File: src/rtl/controle_pkg.sv
// Shared state encoding and elaboration-time sizing helpers for the
// memory-sequence game controller.
package controle_pkg;

    typedef enum logic [3:0] {
        INICIAL     = 4'h0,
        PREPARA     = 4'h1,
        MOSTRA_ON   = 4'h2,
        MOSTRA_GAP  = 4'h3,
        ESPERA      = 4'h4,
        REGISTRA    = 4'h5,
        COMPARA     = 4'h6,
        PROXIMO     = 4'h7,
        PROX_RODADA = 4'h8,
        PERDE_VIDA  = 4'h9,
        FIM_ACERTOU = 4'hA,
        FIM_ERROU   = 4'hE,
        FIM_TIMEOUT = 4'hF
    } estado_t;

    // ceil(log2(v)), never below 1 so a degenerate count still gets a real bit
    function automatic int clog2_min1(input int v);
        int r;
        r = 0;
        for (int i = 0; i < 31; i++) begin
            if ((64'd1 << i) < 64'(v)) r = i + 1;
        end
        return (r < 1) ? 1 : r;
    endfunction

    function automatic int max3(input int a, input int b, input int c);
        int m;
        m = (a > b) ? a : b;
        return (m > c) ? m : c;
    endfunction

endpackage

File: src/rtl/temporizador_param.sv
// Free-running up-counter with synchronous clear and a terminal-count flag
// compared against a caller-selected terminal value.
module temporizador_param #(
    parameter int W = 4
) (
    input  logic         clock,
    input  logic         reset,
    input  logic         limpa_i,
    input  logic         conta_i,
    input  logic [W-1:0] fim_val_i,
    output logic         fim_o
);

    logic [W-1:0] valor_q;

    always_ff @(posedge clock) begin
        if (reset || limpa_i) begin
            valor_q <= '0;
        end else if (conta_i) begin
            valor_q <= valor_q + 1'b1;
        end
    end

    assign fim_o = (valor_q == fim_val_i);

endmodule

File: src/rtl/controle_sequencia.sv
// Controller for a memory-sequence game: shows a growing sequence on LEDs,
// checks the player's button presses, and tracks rounds, lives and timeout.
module controle_sequencia
    import controle_pkg::*;
#(
    parameter int N_CH        = 4,
    parameter int ADDR_W      = 4,
    parameter int TIMEOUT_CYC = 5000,
    parameter int LED_ON_CYC  = 1000,
    parameter int LED_GAP_CYC = 250,
    parameter int LIVES       = 3
) (
    input  logic                               clock,
    input  logic                               reset,
    input  logic                               iniciar,
    input  logic                               modo,
    input  logic [ADDR_W-1:0]                  nivel,
    input  logic [N_CH-1:0]                    botoes,
    input  logic [N_CH-1:0]                    dado_mem,
    output logic [ADDR_W-1:0]                  endereco,
    output logic [N_CH-1:0]                    leds,
    output logic [ADDR_W-1:0]                  rodada,
    output logic [clog2_min1(LIVES+1)-1:0]     vidas,
    output logic                               acertou,
    output logic                               errou,
    output logic                               timeout_o,
    output logic                               pronto,
    output logic [3:0]                         db_estado
);

    localparam int TW = clog2_min1(max3(TIMEOUT_CYC, LED_ON_CYC, LED_GAP_CYC));
    localparam int VW = clog2_min1(LIVES + 1);
    localparam logic [TW-1:0] T_ON  = TW'(LED_ON_CYC - 1);
    localparam logic [TW-1:0] T_GAP = TW'(LED_GAP_CYC - 1);
    localparam logic [TW-1:0] T_TO  = TW'(TIMEOUT_CYC - 1);

    estado_t           estado_q, estado_d;
    logic [ADDR_W-1:0] rodada_q, rodada_d;
    logic [ADDR_W-1:0] endereco_q, endereco_d;
    logic [ADDR_W-1:0] limite_q, limite_d;
    logic [VW-1:0]     vidas_q, vidas_d;
    logic [N_CH-1:0]   jogada_q, jogada_d;
    logic [N_CH-1:0]   botoes_ant_q;
    logic [TW-1:0]     fim_val;
    logic              tempo_fim;
    logic              jogada;
    logic              igual;

    // One timer serves display on/off and the play timeout; it restarts on
    // every state change so each timed state begins counting from zero.
    always_comb begin
        fim_val = T_TO;
        case (estado_q)
            MOSTRA_ON:  fim_val = T_ON;
            MOSTRA_GAP: fim_val = T_GAP;
            default:    fim_val = T_TO;
        endcase
    end

    temporizador_param #(.W(TW)) u_temporizador (
        .clock     (clock),
        .reset     (reset),
        .limpa_i   (estado_d != estado_q),
        .conta_i   (1'b1),
        .fim_val_i (fim_val),
        .fim_o     (tempo_fim)
    );

    assign jogada = (|botoes) && (botoes_ant_q == '0);
    assign igual  = (jogada_q == dado_mem);

    always_ff @(posedge clock) begin
        if (reset) begin
            estado_q     <= INICIAL;
            rodada_q     <= '0;
            endereco_q   <= '0;
            limite_q     <= '0;
            vidas_q      <= '0;
            jogada_q     <= '0;
            botoes_ant_q <= '0;
        end else begin
            estado_q     <= estado_d;
            rodada_q     <= rodada_d;
            endereco_q   <= endereco_d;
            limite_q     <= limite_d;
            vidas_q      <= vidas_d;
            jogada_q     <= jogada_d;
            botoes_ant_q <= botoes;
        end
    end

    always_comb begin
        estado_d   = estado_q;
        rodada_d   = rodada_q;
        endereco_d = endereco_q;
        limite_d   = limite_q;
        vidas_d    = vidas_q;
        jogada_d   = jogada_q;
        case (estado_q)
            INICIAL: if (iniciar) estado_d = PREPARA;
            PREPARA: begin
                rodada_d   = '0;
                endereco_d = '0;
                vidas_d    = VW'(LIVES);
                limite_d   = nivel;
                estado_d   = MOSTRA_ON;
            end
            MOSTRA_ON: if (tempo_fim) estado_d = MOSTRA_GAP;
            MOSTRA_GAP: begin
                if (tempo_fim) begin
                    if (endereco_q == rodada_q) begin
                        endereco_d = '0;
                        estado_d   = ESPERA;
                    end else begin
                        endereco_d = endereco_q + 1'b1;
                        estado_d   = MOSTRA_ON;
                    end
                end
            end
            ESPERA: begin
                if (tempo_fim) begin
                    estado_d = FIM_TIMEOUT;
                end else if (jogada) begin
                    jogada_d = botoes;
                    estado_d = REGISTRA;
                end
            end
            REGISTRA: estado_d = COMPARA;
            COMPARA: begin
                if (!igual)                       estado_d = PERDE_VIDA;
                else if (endereco_q != rodada_q)  estado_d = PROXIMO;
                else if (rodada_q == limite_q)    estado_d = FIM_ACERTOU;
                else                              estado_d = PROX_RODADA;
            end
            PROXIMO: begin
                endereco_d = endereco_q + 1'b1;
                estado_d   = ESPERA;
            end
            PROX_RODADA: begin
                rodada_d   = rodada_q + 1'b1;
                endereco_d = modo ? '0 : rodada_q + 1'b1;
                estado_d   = MOSTRA_ON;
            end
            PERDE_VIDA: begin
                vidas_d = vidas_q - 1'b1;
                if (vidas_q == VW'(1)) begin
                    estado_d = FIM_ERROU;
                end else begin
                    endereco_d = modo ? '0 : rodada_q;
                    estado_d   = MOSTRA_ON;
                end
            end
            FIM_ACERTOU, FIM_ERROU, FIM_TIMEOUT: if (iniciar) estado_d = PREPARA;
            default: estado_d = INICIAL;
        endcase
    end

    assign endereco  = endereco_q;
    assign rodada    = rodada_q;
    assign vidas     = vidas_q;
    assign leds      = (estado_q == MOSTRA_ON) ? dado_mem : '0;
    assign acertou   = (estado_q == FIM_ACERTOU);
    assign errou     = (estado_q == FIM_ERROU);
    assign timeout_o = (estado_q == FIM_TIMEOUT);
    assign pronto    = acertou || errou || timeout_o;
    assign db_estado = estado_q;

endmodule

File: config.mk
export PLATFORM = sky130hd
export DESIGN_NAME = controle_sequencia
export DESIGN_NICKNAME = d
export VERILOG_FILES = /design/src/rtl/controle_pkg.sv /design/src/rtl/temporizador_param.sv /design/src/rtl/controle_sequencia.sv
export SDC_FILE = /design/constraint.sdc
export NUM_CORES = 1
export LEC_CHECK = 0
export ABC_AREA = 1
export BUFFER_PORTS_ARGS = -buffer_cell sky130_fd_sc_hd__buf_2
export CORE_MARGIN = 4
export CORE_UTILIZATION = 56
export DETAILED_ROUTE_END_ITERATION = 6
export GPL_ROUTABILITY_DRIVEN = 0
export PLACE_DENSITY = 0.8
export SETUP_SLACK_MARGIN = 0.4
export SYNTH_ARGS = -nofsm -noshare
export SYNTH_HDL_FRONTEND = slang
export SYNTH_SLANG_ARGS = --single-unit
File: constraint.sdc
create_clock -name clock -period 2.3 [get_ports clock]
set_clock_uncertainty 0.15 [all_clocks]
set_input_delay 0.23 -clock clock [delete_from_list [all_inputs] [get_ports clock]]
set_output_delay 0.23 -clock clock [all_outputs]
set_load 0.02 [all_outputs]
==> reports/metrics.cfg <==
[status]
run_status=complete, no violations

[critical_path]
worstPathArrival_ns=2.20
worstSetupStartpointType=flip-flop
timing.setup.critical_path_class=reg -> reg
cp.required_ns=2.36
worst_path_largest_cell_delay_ns=0.37
worstPathMaxFanout=7
critPathCaptureType=flip-flop
crit_path_top_delay_cell=dfxtp_4
chain_of_cells_forming_the_critical_path=nor2_4 > nand2_2 > nand2_1 > nand2_2 > inv_1 > nor2_4 > nand3_4 > nand2_1 > nand3_2 > nand2_1 > nand2_2 > nand3_4 > nor3_4

[logic_synthesis]
synth_top_area_cell=dfxtp_1
syn_area_cell_um2=7.01
synth.cell_area_um2=2340
netlist-cell-type-count=30
yosys_register_bits=39
synth_sequential_area_ratio_pct=33.4
dominant_register_cell_in_the_synthesized_netlist=dfxtp_1
postSynth.asyncResetShare_pct=0
synthTopCellsByArea=dfxtp_1 (33%), nand2_1 (9.8%), nor2_1 (7.7%), inv_1 (7.2%), xnor2_1 (6.0%)
yosys_warnings=0
synth.net_count=353
post_synth_edffs=0
synth_top_cell_area_share_pct=33.4
synthCells=333

[placed_design]
dp_hpwl_um=3950
port_buffers=37
dpl_cell_area_um2=2570

[final_layout]
fin_nets=410
syn_to_final_growth_pct=28.9
final_cell_mix=nand2_1 (52), inv_1 (45), nor2_1 (39)
layout_cells_sized_above_1_pct=32.7
final_common_cell=nand2_1
finalInstanceArea_um2=3010
num_antenna_cells=0

[global_routing]
grt_use_total_pct=25.0
global_route_wire_length_before_repair_um=10400
grt_pass1_vias=2317
grt_overflow=0
grt_max_degree=18
antenna_found_initial=0

[route]
post_drt_via_cell_ratio=5.56
post_drt_wl_per_cell_um=14.7
first_iter_violations=226
count_of_antenna_violating_nets_left_after_detailed_routing=0
firstDrtPassIters=5
postRouteWirelength_um=6500
drc=0
num_vias=2450

[floorplan]
chipHeight_um=72.6
row_count=23
floorplan.initialDensity_pct=58.0
dieArea_um2=5270
coreArea_um2=4030
boundaryPins=38
die_x_um=72.6

[sta]
final_period_minus_worst_setup_slack_ns=2.13
final_hold_viol_count=0
maxClockFrequency_mhz=469
period_share_pct=92.7
report.final.setup_viol=0
timing_worst_slew_pin_value_ns=0.471
drv_slew=0
fin_setup_tns_ns=0
unrepaired_setup_endpoints_after_global_routing=yes
hold-worst-slack_ns=0.0251
slew_headroom_pct=68.6

[power_and_ir_drop]
vdd_ir_drop_max_v=0.000295
cellLeakagePower_nw=1.31
finalPower_w=0.00164
power_density_nw_per_um2=544

[clock_tree]
cts_root_buffer=clkbuf_8
clock_sink_count=39
cts.hold.buffers_added=0
cts_buffers=5
cts_tree=yes
clkTransAtPathRegs_ns=0.07
clock_latency_ns=0.29
cts.htree.levels=2
max-clock-path-buffers=2

[flow_run]
number_of_maximum_capacitance_constraint_violations=0

[worst_hold_path]
hold_path.class=in -> reg

final timing paths:
| path | cells after the start | startpoint | end | slack, ns |
|---|---|---|---|---|
| worst max-delay path | 13 | db_estado[2]$_SDFF_PP0_ | u_temporizador.valor_q[5]$_SDFF_PP0_ | 0.17 |
| worst min-delay path | 3 | botoes[1] | botoes_ant_q[1]$_SDFF_PP0_ | 0.03 |
| worst max register to register | 13 | db_estado[2]$_SDFF_PP0_ | u_temporizador.valor_q[5]$_SDFF_PP0_ | 0.17 |
| worst min register to register | 2 | jogada_q[0]$_SDFFE_PP0P_ | jogada_q[0]$_SDFFE_PP0P_ | 0.31 |
kinds of logic after synthesis:
group	Yosys count	synth area share (%)
flops	39	33.4
xor+xnor	26	9.75
compound gates	48	11.2
fa+ha+maj	4	2.14
simple gates	159	33.0
buf+inv	57	10.5
report_power, final:
part / internal, W / switching (W)
logic: 0.000145 / 0.000256
clock network: 0.000274 / 0.000228
registers: 0.000706 / 0.0000293
total: 0.00112 / 0.000513
cells in the mapped netlist, types with 2 or more instances:
| library cell | count |
|---|---|
| a31oi_1 | 3 |
| a21oi_1 | 19 |
| dfxtp_1 | 39 |
| nand4_1 | 5 |
| xnor2_1 | 16 |
| nand3_1 | 14 |
| o21ai_0 | 21 |
| inv_2 | 4 |
| xor2_1 | 10 |
| nor3_2 | 10 |
| ha_1 | 4 |
| nand2_2 | 3 |
| nand3_2 | 2 |
| inv_1 | 45 |
| nor3_1 | 8 |
| nor2_1 | 48 |
| nand2_1 | 61 |
| clkbuf_1 | 2 |
| buf_6 | 4 |
| nor2_4 | 5 |
registers in the layout, indices dropped and copies added (netlist names):
signal and count:
u_temporizador.valor_q 13, botoes_ant_q 4, db_estado 4, endereco 4, jogada_q 4, limite_q 4, rodada 4, vidas 2
metal layers:
metal | routed length (um) | vias to the layer above | track usage, %
met2 | 3000 | 126 | 41.4
met1 | 2690 | 1104 | 31.5
met5 | 0 | - | 0
li1 | - | 1178 | -
met3 | 521 | 42 | 5.79
met4 | 283 | 0 | 9.22
per-stage QoR:
stage | utilization [%] | setup WS [ns] | cells
floorplan | - | 0.403 | 333
global placement | 63.9 | 0.198 | 415
detailed placement | 63.9 | 0.117 | 415
CTS | 71.2 | 0.323 | 435
global route | 74.8 | 0.0807 | 441
finish | 74.8 | 0.168 | 441
worst max-delay path, delay by kind of cell (launching register included):
kind	cells	cell delay (ns)
flip-flops	1	0.37
AND/OR/NAND/NOR	12	1.46
buffers and inverters	1	0.09
layout make-up:
cell class	count	area [um2]
timing repair buffer	56	344
clock buffer	8	100
inverter	49	184
fill	286	1020
tap	50	62.6
multi-input combinational	239	1520
sequential	39	800
timing repair:
item,CTS,global route
gates resized for setup,22,24
buffers inserted,10,6
setup endpoints to repair,23,26
pin swaps,7,11
cloned,2,0
No activity file was read; power rests on OpenSTA's default activity.
